**src/rtl/key_event_gen.sv**
```systemverilog
// Keypad front end: 2-FF synchroniser, per-key debounce, press/release pulses,
// auto-repeat on direction keys and a priority-encoded key code.
module key_event_gen #(
  parameter int                N_KEYS       = 16,
  parameter int                DB_CYCLES    = 500000,
  parameter int                REPEAT_DELAY = 50000000,
  parameter int                REPEAT_RATE  = 10000000,
  parameter logic [N_KEYS-1:0] REPEAT_MASK  = N_KEYS'(16'h00E4)
) (
  input  logic              clk,
  input  logic              rst,
  input  logic [N_KEYS-1:0] btn_raw,
  output logic [N_KEYS-1:0] held,
  output logic [N_KEYS-1:0] press,
  // 'release' is a reserved word, hence the suffix
  output logic [N_KEYS-1:0] release_pulse,
  output logic              key_valid,
  output logic [3:0]        key_code
);

  localparam int DBW     = $clog2(DB_CYCLES);
  localparam int RPT_MAX = (REPEAT_DELAY > REPEAT_RATE) ? REPEAT_DELAY : REPEAT_RATE;
  localparam int RW      = $clog2(RPT_MAX);

  localparam logic [DBW-1:0] DB_TERM = DBW'(DB_CYCLES - 1);
  localparam logic [RW-1:0]  RD_TERM = RW'(REPEAT_DELAY - 1);
  localparam logic [RW-1:0]  RR_TERM = RW'(REPEAT_RATE - 1);

  typedef enum logic [1:0] {
    RPT_IDLE,
    RPT_DELAY,
    RPT_REPEAT
  } rpt_state_e;

  logic [N_KEYS-1:0] meta_q, sync_q;
  logic [N_KEYS-1:0] held_q, held_d, held_dly_q;
  logic [N_KEYS-1:0] press_q, press_d;
  logic [N_KEYS-1:0] release_q, release_d;
  logic [N_KEYS-1:0] rep_q, rep_d;
  logic              key_valid_q, key_valid_d;
  logic [3:0]        key_code_q, key_code_d;
  logic [DBW-1:0]    db_cnt_q [N_KEYS];
  logic [DBW-1:0]    db_cnt_d [N_KEYS];

  // Debounce: count consecutive cycles the synced level disagrees with held.
  always_comb begin
    // NOTE: every combinational output gets a default first so no path infers a latch.
    held_d = held_q;
    for (int i = 0; i < N_KEYS; i++) begin
      db_cnt_d[i] = '0;
      if (sync_q[i] != held_q[i]) begin
        if (db_cnt_q[i] == DB_TERM) begin
          held_d[i] = sync_q[i];
        end else begin
          db_cnt_d[i] = db_cnt_q[i] + 1'b1;
        end
      end
    end
  end

  // Repeat strobes are gated by held so a key released this cycle never repeats.
  always_comb begin
    press_d     = (held_q & ~held_dly_q) | (rep_q & held_q);
    release_d   = ~held_q & held_dly_q;
    key_valid_d = |press_d;
    key_code_d  = '0;
    for (int i = N_KEYS - 1; i >= 0; i--) begin
      if (press_d[i]) key_code_d = 4'(i);
    end
  end

  always_ff @(posedge clk) begin
    // NOTE: sequential state uses non-blocking assignments so every flop samples pre-edge values.
    if (rst) begin
      meta_q      <= '0;
      sync_q      <= '0;
      held_q      <= '0;
      held_dly_q  <= '0;
      press_q     <= '0;
      release_q   <= '0;
      rep_q       <= '0;
      key_valid_q <= 1'b0;
      key_code_q  <= '0;
      // NOTE: the counter array is tiny and must restart from zero, so it is reset explicitly.
      for (int i = 0; i < N_KEYS; i++) db_cnt_q[i] <= '0;
    end else begin
      meta_q      <= btn_raw;
      sync_q      <= meta_q;
      held_q      <= held_d;
      held_dly_q  <= held_q;
      press_q     <= press_d;
      release_q   <= release_d;
      rep_q       <= rep_d;
      key_valid_q <= key_valid_d;
      key_code_q  <= key_code_d;
      for (int i = 0; i < N_KEYS; i++) db_cnt_q[i] <= db_cnt_d[i];
    end
  end

  for (genvar g = 0; g < N_KEYS; g++) begin : g_rpt
    if (REPEAT_MASK[g]) begin : g_on
      rpt_state_e     state_q, state_d;
      logic [RW-1:0]  cnt_q, cnt_d;
      logic           fire_d;

      always_comb begin
        state_d = state_q;
        cnt_d   = '0;
        fire_d  = 1'b0;
        case (state_q)
          RPT_IDLE: begin
            if (held_q[g]) state_d = RPT_DELAY;
          end
          RPT_DELAY: begin
            if (!held_q[g]) begin
              state_d = RPT_IDLE;
            end else if (cnt_q == RD_TERM) begin
              state_d = RPT_REPEAT;
              fire_d  = 1'b1;
            end else begin
              cnt_d = cnt_q + 1'b1;
            end
          end
          RPT_REPEAT: begin
            if (!held_q[g]) begin
              state_d = RPT_IDLE;
            end else if (cnt_q == RR_TERM) begin
              fire_d = 1'b1;
            end else begin
              cnt_d = cnt_q + 1'b1;
            end
          end
          default: state_d = RPT_IDLE;
        endcase
      end

      always_ff @(posedge clk) begin
        if (rst) begin
          state_q <= RPT_IDLE;
          cnt_q   <= '0;
        end else begin
          state_q <= state_d;
          cnt_q   <= cnt_d;
        end
      end

      assign rep_d[g] = fire_d;
    end else begin : g_off
      assign rep_d[g] = 1'b0;
    end
  end

  assign held          = held_q;
  assign press         = press_q;
  assign release_pulse = release_q;
  assign key_valid     = key_valid_q;
  assign key_code      = key_code_q;

endmodule
```
**config.mk**
```make
export PLATFORM = sky130hd
export DESIGN_NAME = key_event_gen
export DESIGN_NICKNAME = d
export VERILOG_FILES = /design/src/rtl/key_event_gen.sv
export SDC_FILE = /design/constraint.sdc
export NUM_CORES = 1
export LEC_CHECK = 0
export CORE_MARGIN = 2
export CORE_UTILIZATION = 57
export DETAILED_ROUTE_END_ITERATION = 16
export PLACE_DENSITY = 0.72
export SLEW_MARGIN = 15
export SYNTH_ARGS = -nofsm -noshare
export SYNTH_HDL_FRONTEND = slang
export SYNTH_SLANG_ARGS = --single-unit
```
**constraint.sdc**
```tcl
create_clock -name clk -period 3.4 [get_ports clk]
set_input_delay 1.02 -clock clk [delete_from_list [all_inputs] [get_ports clk]]
set_output_delay 1.02 -clock clk [all_outputs]
set_load 0.01 [all_outputs]
```
=== Yosys cells after proc, flatten, opt, wreduce, memory -nomap -nowiden ===
Memories as Yosys holds them, arrays and structs flattened.
Index checks and enable logic that the tools add are counted.

* $add $sub $neg: 20
* Bitwise operators: 22
* Equality and inequality tests: 60
* Reduce and logical (&&, ||, !) cells: 29
* Muxes and demuxes: 126

{| class="wikitable"
|+ Operators by type and width
! cell !! count
|-
| 2-to-1 mux 19 bit || 48
|-
| 2-to-1 mux 26 bit || 16
|-
| adder 19 x 1 -> 19 bit, second input constant || 16
|-
| == test 19 bit, second input constant || 16
|-
| one-hot mux 26 bit (2 select lines) || 4
|-
| adder 26 x 1 -> 26 bit, second input constant || 4
|-
| == test 26 x 24 -> 1 bit, second input constant || 4
|-
| == test 26 bit, second input constant || 4
|-
| AND 16 bit || 3
|-
| 2-to-1 mux 2 bit || 18
|-
| 2-to-1 mux 4 bit || 8
|-
| inverter 16 bit || 2
|-
| AND reduction 2 bit || 16
|-
| one-hot mux 2 bit (3 select lines) || 4
|-
| 2-to-1 mux 1 bit || 20
|-
| != test 1 bit || 16
|-
| != test 2 bit, second input constant || 8
|-
| bitwise OR 1 bit || 16
|-
| bitwise OR 16 bit || 1
|-
| OR reduction 16 bit || 1
|-
| 2-to-1 mux 3 bit || 4
|-
| != test 3 bit, second input constant || 4
|-
| AND reduction 3 bit || 4
|-
| OR reduction 9 bit || 1
|-
| 7 further kinds || 19
|}

* RAM bits: 304
* Input bits: 18
* Memories: 1
* Flip-flop bits (word level): 229
* Output and inout bits: 53

{| class="wikitable"
|+ Memory list
! name !! words !! width !! read ports !! clocked after memory_dff !! wr ports !! line !! RTL
|-
| db_cnt_q || 16 || 19 || 16 || 0 || 16 || 42 || <nowiki>logic [DBW-1:0] db_cnt_q [N_KEYS];</nowiki>
|}

=== Depth between registers and ports, before layout ===
Gate-level depths: netlist of the first run.

* Word-level depth: 18
* Gate-level depth with buffers: 9
* Gate-level depth less buffers: 6

=== Worst setup path after synthesis of the first run ===
No wires, ideal clock.

* Path kind: input to register
* Start: input port rst
* End: register g_rpt[2].g_on.state_q[1]
* Data required time: 3.260 ns
* Stages: 5
* Setup time: 0.140 ns
* Slack: 1.126 ns
* Data arrival time: 2.135 ns
* Path buffers: 4
* Cells stage by stage: clkbuf_1 clkbuf_1 clkbuf_1 clkbuf_1 a221oi_1

{| class="wikitable"
|+ RTL lines
! what !! line !! RTL
|-
| start: declaration || 11 || <nowiki>input logic rst,</nowiki>
|-
| end signal: assignment || 142 || <nowiki>state_q <= state_d;</nowiki>
|-
| end: declaration || 102 || <nowiki>rpt_state_e state_q, state_d;</nowiki>
|}

No word-level cell between the ends.

=== Final worst setup path of the first run ===
* Start: register held_q[5] (netlist: held[5])
* End: output port held[5]

{| class="wikitable"
|+ RTL lines
! what !! line !! RTL
|-
| start: declaration || 36 || <nowiki>logic [N_KEYS-1:0] held_q, held_d, held_dly_q;</nowiki>
|-
| start signal: assignment || 89 || <nowiki>held_q <= held_d;</nowiki>
|-
| end: declaration || 13 || <nowiki>output logic [N_KEYS-1:0] held,</nowiki>
|}

No word-level cell between the ends.

==> results of run 1 <==
[worst paths after layout]
| check | start | end | slack [ns] | cells after the start |
|---|---|---|---|---|
| worst max-delay path | held[5]$_SDFFE_PP0P_ | held[5] | 0.51 | 1 |
| worst min-delay path | meta_q[12]$_SDFF_PP0_ | sync_q[12]$_SDFF_PP0_ | 0.43 | 1 |
| worst max register to register | g_rpt[6].g_on.cnt_q[0]$_SDFF_PP0_ | g_rpt[6].g_on.cnt_q[13]$_SDFF_PP0_ | 0.86 | 6 |
| worst min register to register | meta_q[12]$_SDFF_PP0_ | sync_q[12]$_SDFF_PP0_ | 0.43 | 1 |
[area by class of cell]
class | instances | area (µm²)
inverters | 69 | 259
clock inverters | 21 | 340
multi-input cells | 1834 | 11000
flip-flops and latches | 521 | 10400
fillers | 3155 | 13500
repair buffers | 74 | 741
clock buffers | 75 | 1530
well taps | 518 | 648
[state kept, by name (all words and copies together), names as in the netlist, 16 cells and up]
name              cells
held                 16
sync_q               16
meta_q               16
db_cnt_q            304
release_pulse        16
g_rpt.g_on.cnt_q    104
press                16
held_dly_q           16
[report_power, final]
group / leakage (nW) / internal [W] / switching, W
clock: 0.910 / 0.00380 / 0.00235
sequential: 4.20 / 0.00613 / 0.0000131
combinational: 2.91 / 0.0000450 / 0.0000646
total: 8.02 / 0.00997 / 0.00243
[routing by layer]
layer,global-route usage,share of wire
met4,0.0603,0.022
met3,0.0390,0.041
met5,0,0
met1,0.270,0.47
met2,0.350,0.46
[cell families (layout without fill, tap and decap cells)]
logic type | count (synthesis) | count (layout) | synth area share
AND/OR/NAND/NOR | 1346 | 1346 | 0.303
flip-flops | 521 | 521 | 0.471
XOR/XNOR | 383 | 383 | 0.152
adder cells (fa/ha/maj) | 32 | 32 | 0.0181
buffers and inverters | 141 | 239 | 0.0297
AO/OA/AOI/OAI | 52 | 52 | 0.0167
multiplexers | 21 | 21 | 0.00956
[per-stage QoR]
step	cells	hold WS [ns]	util
2_1_floorplan	2496	0.397	-
3_3_place_gp	3016	0.413	0.601
3_5_place_dp	3016	0.428	0.601
4_1_cts	3112	0.441	0.649
5_1_grt	3112	0.454	0.649
6_report	3112	0.431	0.649
[cells in the final DEF (no fill, tap or decap), types with 11 or more instances in the layout]
| cell | n |
|---|---|
| a21oi_1 | 14 |
| and2_1 | 11 |
| and3_1 | 53 |
| and4_1 | 35 |
| clkbuf_16 | 53 |
| clkbuf_8 | 12 |
| clkdlybuf4s50_1 | 69 |
| dfxtp_1 | 521 |
| ha_1 | 32 |
| inv_1 | 69 |
| mux2i_1 | 20 |
| nand2_1 | 168 |
| nand2b_1 | 32 |
| nand3_1 | 160 |
| nand4_1 | 82 |
| nor2_1 | 525 |
| nor2b_1 | 66 |
| nor3_1 | 72 |
| nor3b_1 | 16 |
| nor4_1 | 38 |
| nor4b_1 | 22 |
| or2_2 | 20 |
| or3_1 | 11 |
| xnor2_1 | 172 |
| xor2_1 | 211 |
==> flow_summary_export.csv, run 1 <==
group,metric,value,unit
synth,synth_seq_area_share,0.471,
global_route,grt_usage,0.207,
placement,io_buffers,70,
detailed_routing,num_vias,16400,
setup_path,crit_family,"buffers and inverters",
sta,hold_viol_final,0,
detailed_routing,drt_pass1_iterations,5,
synth,synth-seq-cells,521,
final_layout,drive_gt1_frac,0.0474,
sta,worst_pin_slew,0.918,ns
synth,syn-cell-area,22100,µm²
synth,ys_types,59,
clocking,cts_resized,0,
sta,clock_skew,0.0181,ns
final_layout,stdcell_area,25000,µm²
sta,drv_slew,0,
sta,tns,0,ns
global_route,grt_overflow,0,
placement,placedInstanceArea,23100,µm²
floorplanning,io_pins,71,
floorplanning,die_w,201,µm
sta,relSlewSlack,0.383,
clocking,cts_buffers,52,
run_status,status,"finished, final reports clean",
setup_path,cp.required,2.38,ns
setup_path,crit_path_max_fanout,11,
synth,synthTopCellsByCount,"525 x nor2_1, 521 x dfxtp_1, 211 x xor2_1",
synth,yosys.area.top_type,"dfxtp_1",
setup_path,worst_setup_path_start_kind,"flip-flop",
final_layout,diodes,0,
setup_path,path_buf_inv,1,
clocking,cts-root-buf,"clkbuf_16",
floorplanning,rows,72,
placement,hpwl,28.2,mm
detailed_routing,wl_per_cell,13.3,µm
power_and_ir_drop,ir_drop,0.000414,V
run,drv_cap,0,
placement,gp_congestion,0.824,
synth,synth.area.top_cells,"dfxtp_1 47%, nor2_1 8.9%, xor2_1 8.4%",
final_layout,area_delta_synth_final,12.9,%
power_and_ir_drop,p_leak,8.02,nW
synth,yosysMostFrequentCell,"nor2_1",
setup_path,crit_path_end_kind,"output port",
synth,async_reset_ff_frac,0,
synth,synth_nets,2546,
floorplanning,die_height,201,µm
sta,finalCriticalPeriod,2.89,ns
sta,fin_ws,0.508,ns
sta,setup_viol,0,
clocking,cts_sinks,521,
sta,layout_worst_path_cycle_share,0.851,
synth,synth_cells,2496,
detailed_routing,detail-route-antenna-nets,0,
clocking,clkLatencyLatePin,0.58,ns
sta,max_freq,346,MHz
clocking,path_clk_slew,0.06,ns
synth,syn_avg_cell_area,8.86,µm²
global_route,grt_pass1_vias,15900,
floorplanning,die_area,40400,µm²
setup_path,crit_chain,"clkdlybuf4s50_1",
detailed_routing,wirelength,41.3,mm
global_route,antenna_found_initial,0,
setup_path,worstSetupPathType,"reg -> out",
global_route,grt_first_pass_wirelength,72.4,mm
floorplanning,core_area,38500,µm²
clocking,htree_num_levels,2,
setup_path,arrival,1.87,ns
power_and_ir_drop,p_per_area,496,nW/µm²
synth,ys.flop_type,"dfxtp_1",
power_and_ir_drop,finalPower,0.0124,W
placement,place_ws,0.631,ns
clocking,postCtsSetupRepairBufs,0,
global_route,grt_max_degree,45,
floorplanning,start_util,0.575,
detailed_routing,first_iter_violations,757,
detailed_routing,remaining_drc_errors,0,
sta,rsz0062_at_grt,"false",
final_layout,finalNetCount,2602,
clocking,cts_tree,"built",
setup_path,slowest_delay,0.67,ns
worst_hold_path,hp-class,"reg -> reg",
synth,synth_edf_count,0,
detailed_routing,via_per_inst,5.27,
clocking,cts_hold_buf,0,
synth,synth_top_area_frac,0.471,
clocking,cts.path.max_buffers,3,
synth,yosysWarnings,0,
setup_path,crit_slowest_cell,"clkdlybuf4s50_1",
No activity file was read; power rests on OpenSTA's default activity.
==> run 2, diff against run 1 <==
- CORE_MARGIN: 2 -> 1
==> run 2 against run 1 <==
Compared with the run above:
- non-clock buffer count rose by 3
- design area fell by 0.36%
- clock skew barely moved
- clock power is 5.2% lower
- setup slack worse by 0.041 ns
- register-to-register slack got worse by 0.04 ns
==> flow_summary_export.csv, run 2 (synthesized netlist as in run 1, its figures left out) <==
group,metric,value,unit
sta,fin_ws,0.467,ns
worst_hold_path,hp-class,"reg -> reg",
clocking,path_clk_slew,0.06,ns
clocking,cts_hold_buf,0,
run,drv_cap,0,
final_layout,fillerInstances,3177,
clocking,cts_resized,0,
floorplanning,rows,71,
sta,hold_viol_final,0,
floorplanning,die_w,199,µm
global_route,grt_first_pass_wirelength,70.1,mm
power_and_ir_drop,p_per_area,485,nW/µm²
final_layout,final_cell_count_no_fill,3106,
power_and_ir_drop,power_switching,0.00242,W
detailed_routing,wirelength,41.1,mm
floorplanning,die_height,199,µm
power_and_ir_drop,p_seq_frac,0.508,
setup_path,arrival,1.91,ns
setup_path,worstSetupPathType,"reg -> out",
setup_path,crit_path_max_fanout,11,
setup_path,cp.required,2.38,ns
final_layout,top_register,"db_cnt_q",
clocking,cts-root-buf,"clkbuf_16",
final_layout,reg.largest.list,"db_cnt_q (304), g_rpt.g_on.cnt_q (104)",
setup_path,crit_path_end_kind,"output port",
clocking,clkLatencyLatePin,0.58,ns
final_layout,largest_register_ffs,304,
floorplanning,io_pins,71,
sta,clock_skew,0.0179,ns
sta,layout_worst_path_cycle_share,0.863,
final_layout,multi_input_area,11000,µm²
sta,setup_viol,0,
sta,max_freq,341,MHz
clocking,postCtsSetupRepairBufs,0,
setup_path,crit_family,"buffers and inverters",
global_route,grt_overflow,0,
global_route,antenna_found_initial,0,
clocking,cts.path.max_buffers,3,
clocking,cts_buffers,53,
power_and_ir_drop,internal_power,0.00966,W
final_layout,most-common-layout-cells,"525 x nor2_1, 521 x dfxtp_1, 211 x xor2_1, 172 x xnor2_1, 168 x nand2_1",
sta,tns,0,ns
run_status,status,"finished, final reports clean",
setup_path,slowest_delay,0.72,ns
placement,hpwl,28.3,mm
final_layout,drive_gt1_frac,0.0493,
placement,dp.cells,3012,
sta,rsz0062_at_grt,"false",
setup_path,crit_chain,"clkdlybuf4s50_1",
power_and_ir_drop,ir_drop,0.000348,V
detailed_routing,wl_per_cell,13.2,µm
final_layout,area_delta_synth_final,12.5,%
placement,io_buffers,70,
floorplanning,start_util,0.583,
clocking,cts_sinks,521,
detailed_routing,drt_pass1_iterations,5,
detailed_routing,via_per_inst,5.23,
placement,gp_congestion,0.834,
setup_path,crit_slowest_cell,"clkdlybuf4s50_1",
detailed_routing,num_vias,16200,
global_route,grt_max_degree,48,
final_layout,layout_commonest_cell,"nor2_1",
final_layout,seqCellArea,10400,µm²
sta,finalCriticalPeriod,2.93,ns
clocking,cts_tree,"built",
setup_path,path_buf_inv,1,
power_and_ir_drop,p_clk_frac,0.483,
floorplanning,die_area,39600,µm²
sta,drv_slew,0,
placement,placedInstanceArea,23100,µm²
detailed_routing,detail-route-antenna-nets,0,
power_and_ir_drop,p_leak,8.00,nW
power_and_ir_drop,swShare,0.200,
placement,place_ws,0.793,ns
detailed_routing,remaining_drc_errors,0,
setup_path,worst_setup_path_start_kind,"flip-flop",
final_layout,stdcell_area,24900,µm²
sta,relSlewSlack,0.413,
power_and_ir_drop,combinationalPowerShare,0.009,
clocking,htree_num_levels,2,
detailed_routing,first_iter_violations,649,
global_route,grt_pass1_vias,15700,
final_layout,finalNetCount,2606,
global_route,grt_usage,0.211,
final_layout,diodes,0,
floorplanning,core_area,37900,µm²
sta,worst_pin_slew,0.872,ns
## run 2: cell types whose count changed in the layout (fill, tap and decap cells not counted), sizes merged
cell / before / now
clkinv: 8 / 14
bufinv: 9 / 5
clkbuf: 75 / 71
buf: 5 / 8
clkinvlp: 4 / 3
inv: 69 / 70
## run 2: worst paths after layout
check / from / cells past startpoint / endpoint / slack (ns)
setup / recovery: held[7]$_SDFFE_PP0P_ / 1 / held[7] / 0.47
hold / removal: held_dly_q[9]$_SDFF_PP0_ / 1 / press[9]$_SDFF_PP0_ / 0.43
setup reg to reg: g_rpt[6].g_on.cnt_q[0]$_SDFF_PP0_ / 6 / g_rpt[6].g_on.cnt_q[20]$_SDFF_PP0_ / 0.82
hold reg to reg: held_dly_q[9]$_SDFF_PP0_ / 1 / press[9]$_SDFF_PP0_ / 0.43
## run 2: power by group through the flow
stage          clock, W  combinational, W  sequential [W]
2_1_floorplan         0         0.0000748         0.00627
3_3_place_gp          0          0.000109         0.00627
3_5_place_dp          0          0.000111         0.00628
4_1_cts         0.00597          0.000112         0.00614
5_1_grt         0.00621          0.000123         0.00614
6_report        0.00583          0.000109         0.00614
## run 2: layout make-up
type,instances,area share
Timing Repair Buffer,77,0.0307
Tap cell,511,0.0257
Inverter,69,0.0104
Sequential cell,521,0.419
Multi-Input combinational cell,1834,0.443
Clock inverter,23,0.0101
Clock buffer,71,0.0608
## run 2: stage by stage
| stage | power (W) | hold slack (ns) | utilization |
|---|---|---|---|
| final | 0.0121 | 0.426 | 0.656 |
| after global routing | 0.0125 | 0.446 | 0.656 |
| after CTS | 0.0122 | 0.429 | 0.656 |
| after detailed placement | 0.00639 | 0.423 | 0.610 |
| after global placement | 0.00638 | 0.416 | 0.610 |
| after floorplan | 0.00635 | 0.397 | - |
## run 2: per-layer routing
layer / vias to the layer above / global-route usage / wire length, µm
met1: 7581 / 0.271 / 19600
met2: 175 / 0.360 / 19200
li1: 8440 / - / -
met3: 53 / 0.0365 / 1490
met5: - / 0 / 0
met4: 0 / 0.0687 / 749
